## config.mk

```make
export PLATFORM = sky130hd
export DESIGN_NAME = mem_port_arbiter
export DESIGN_NICKNAME = d
export VERILOG_FILES = /design/src/rtl/mem_port_arbiter.sv
export SDC_FILE = /design/constraint.sdc
export NUM_CORES = 1
export LEC_CHECK = 0
export BUFFER_PORTS_ARGS = -buffer_cell sky130_fd_sc_hd__buf_4
export CAP_MARGIN = 0
export CORE_AREA = 2 2 104 106
export DETAILED_ROUTE_END_ITERATION = 7
export DIE_AREA = 0 0 106 108
export PLACE_DENSITY = 0.67
export REMOVE_ABC_BUFFERS = 1
export SYNTH_ARGS = -nofsm -noshare
export SYNTH_HDL_FRONTEND = slang
export SYNTH_SLANG_ARGS = --single-unit
export TNS_END_PERCENT = 30
```

## constraint.sdc

```tcl
create_clock -name clk -period 4.95 [get_ports clk]
set_input_delay 0.495 -clock clk [delete_from_list [all_inputs] [get_ports clk]]
set_output_delay 0.495 -clock clk [all_outputs]
set_load 0.02 [all_outputs]
```

## src/rtl/mem_port_arbiter.sv

```systemverilog
// Shared-memory arbiter alternating instruction fetch and data phases.
// Registers memory read data into held instruction and data words.
module mem_port_arbiter #(
  parameter int          N   = 32,
  parameter logic [31:0] NOP = 32'h00000033
) (
  input  logic         clk,
  input  logic         rst,
  input  logic         stall,
  input  logic         flush,
  input  logic [N-1:0] pc,
  input  logic [N-1:0] data_addr,
  input  logic         data_read,
  input  logic         data_write,
  input  logic [N-1:0] data_wdata,
  input  logic [N-1:0] mem_rdata,
  output logic [N-1:0] mem_addr,
  output logic         mem_read,
  output logic         mem_write,
  output logic [N-1:0] mem_wdata,
  output logic         phase,
  output logic         pc_en,
  output logic [N-1:0] inst_out,
  output logic         inst_valid,
  output logic [N-1:0] data_out,
  output logic         data_valid
);

  logic         r_phase;
  logic [N-1:0] r_inst;
  logic         r_inst_vld;
  logic [N-1:0] r_data;
  logic         r_data_vld;
  logic         w_rd;

  // Store wins over a simultaneous load request.
  assign w_rd = r_phase ? (data_read & ~data_write) : 1'b1;

  always_comb begin
    mem_addr  = pc;
    mem_wdata = '0;
    mem_write = 1'b0;
    if (r_phase) begin
      mem_addr  = data_addr;
      mem_wdata = data_wdata;
      mem_write = data_write & ~stall;
    end
  end

  assign mem_read   = w_rd;
  assign phase      = r_phase;
  assign pc_en      = r_phase & ~stall;
  assign inst_out   = r_inst;
  assign inst_valid = r_inst_vld;
  assign data_out   = r_data;
  assign data_valid = r_data_vld;

  always_ff @(posedge clk or posedge rst) begin
    if (rst) begin
      r_phase    <= 1'b0;
      r_inst     <= NOP[N-1:0];
      r_inst_vld <= 1'b0;
      r_data     <= '0;
      r_data_vld <= 1'b0;
    end else begin
      r_inst_vld <= 1'b0;
      r_data_vld <= 1'b0;
      if (!stall) begin
        r_phase <= ~r_phase;
        if (flush) begin
          r_inst <= NOP[N-1:0];
        end else if (!r_phase) begin
          r_inst     <= mem_rdata;
          r_inst_vld <= 1'b1;
        end
        if (r_phase && w_rd) begin
          r_data     <= mem_rdata;
          r_data_vld <= 1'b1;
        end
      end
    end
  end

endmodule
```

==> flow_metrics.tcl <==
set metrics [dict create \
    io_pins 268 \
    crit_fanout 72 \
    wl_per_cell_um 19.59 \
    numClockSinks 67 \
    syn2layout_area_growth_pct 72.26 \
    worstSetupStartpointType "flip-flop" \
    root_buffer "clkbuf_8" \
    maxCapViolations 0 \
    track_usage_pct 22.15 \
    fin_util_pct 53.61 \
    hold_ws_ns 0.3912 \
    skew_ns 0.003239 \
    synth-seq-cells 67 \
    first_global_vias 3139 \
    portBuffers 267 \
    post-dp-hpwl_mm 10.39 \
    synth.avg_cell_area_um2 11.88 \
    ctsHoldBuffers 0 \
    grt_overflow 0 \
    slew_headroom_pct 19.50 \
    final_cell_mix "buf_4, mux2_2, dfrtp_1, o21ai_0, and2_1" \
    place_congestion 0.9329 \
    numCtsBuffers 9 \
    grt_max_degree 73 \
    drt_iter0_drc 152 \
    die_area_um2 11450 \
    setup-tns-final_ns 0 \
    grt_pass1_wl_mm 18.78 \
    max_freq_mhz 374.8 \
    antenna_left 0 \
    clk_latency_ns 0.33 \
    drv_slew 0 \
    rsz0062_at_grt "no" \
    layout_commonest_cell "buf_4" \
    die_x_um 106 \
    cts_tree "done" \
    core_area_um2 10230 \
    synthCells 268 \
    htree_num_levels 3 \
    finalPower_uw 3090 \
    yosysSeqAreaShare_pct 52.81 \
    setup_violations 0 \
    antenna_found_initial 0 \
    postCtsSetupRepairBufs 0 \
    num_rows 37 \
    seqCellArea_um2 1683 \
    wl_mm 13.11 \
    power-per-cell-area_nw_per_um2 563.4 \
    hold_path_class "input pin to flip-flop" \
    crit_type "flip-flop to output port" \
    whs_path_depth 2 \
    peakVddDrop_mv 0.2792 \
    final_nets 662 \
    required_ns 4.45 \
    cp-end-kind "output port" \
    syn_area_um2 3184 \
    cp.arrival_ns 2.17 \
    yosysTopAreaCellShare_pct 49.51 \
    worst_pin_slew_ns 1.208 \
    outcome "completed" \
    total_leakage_power_uw 0.002753 \
    r2r_slack_ns 2.31 \
    drive_gt1_share_pct 67.35 \
    min_period_over_period_pct 53.90 \
    synthTopCellsByArea "dfrtp_1, mux2_2, and2_1, o21ai_0, dfstp_2" \
    firstDrtPassIters 4 \
    synthDistinctLibCells 24 \
    multi_input_area_um2 1385 \
    hold_viol_final 0 \
    antenna_cells 0 \
    vias_per_cell 4.688 \
    num_vias 3136 \
    worst_r2r_path_depth 4 \
    placed_cell_area_um2 5276 \
    yosys_warnings 0 \
    drc 0 \
    start_util_pct 31.12 \
    yosysTopAreaCell "dfrtp_1" \
    cts_buffer_depth 2 \
    fin_crit_ns 2.668 \
    nFillCells 966 \
    ctsResizeCount 0 \
    clk_pin_slew_ns 0.07 \
    stdcell_area_um2 5485 \
    die_y_um 108 \
]
[where the power goes]
group | leakage, uW | switching, uW | internal [uW]
Combinational | 0.00181 | 855 | 804
Sequential | 0.000837 | 195 | 753
Clock | 0.000103 | 201 | 282
[cells by family (layout without fill, tap and decap cells)]
kind of cell | after synthesis | in the layout | synth area share, %
compound gates | 51 | 51 | 9.548
simple gates | 61 | 61 | 11.04
flops | 67 | 67 | 52.81
xor+xnor | 1 | 1 | 0.2751
buf+inv | 24 | 289 | 3.693
mux | 64 | 64 | 22.63
[through the flow]
| step | std cells | setup slack (ns) |
|---|---|---|
| floorplan | 247 | 1.579 |
| global placement | 653 | 2.403 |
| detailed placement | 653 | 2.330 |
| CTS | 669 | 2.290 |
| global route | 669 | 2.137 |
| finish | 669 | 2.282 |
[cell usage after synthesis (all sizes together)]
library cell,n
or3,1
or2,1
nand2,20
o21ai,37
clkbuf,16
buf,5
nor2b,2
dfrtp,63
dfstp,4
o22a,4
inv,3
a21oi,1
xnor2,1
nor3b,1
a22o,9
nor2,2
nor4b,1
mux2,64
and2,33
[worst max-delay path, stage by stage, from the launching register on]
cell and delay, ns:
dfrtp_2 1.17, mux2_2 0.47, buf_4 0.17
[final timing paths]
check,startpoint,to
worst max-delay path,phase$_DFFE_PP0N_,mem_addr[1]
worst min-delay path,mem_rdata[9],inst_out[9]$_DFFE_PP0P_
worst max register to register,phase$_DFFE_PP0N_,data_out[12]$_DFFE_PP0P_
worst min register to register,data_out[2]$_DFFE_PP0P_,data_out[2]$_DFFE_PP0P_
max in group asynchronous,rst,phase$_DFFE_PP0N_
min in group asynchronous,rst,inst_valid$_DFF_PP0_
[registers in the layout (all words and copies together), names as in the netlist]
signal      flops
phase           1
data_out       32
inst_out       32
data_valid      1
inst_valid      1
[layout make-up]
type | instances | area share (%)
Tap cell | 136 | 3.102
Timing Repair Buffer | 270 | 36.95
Multi-Input combinational cell | 177 | 25.25
Inverter | 3 | 0.2053
Sequential cell | 67 | 30.68
Clock inverter | 5 | 1.414
Clock buffer | 11 | 2.395
[routing by layer]
metal	part of all wire [%]	vias up	track usage, %
met5	0	-	0
met4	2.5	0	7.707
met3	8.8	19	8.137
met2	51	146	38.71
met1	38	1526	25.06
li1	-	1445	-
No activity file was read; power rests on OpenSTA's default activity.
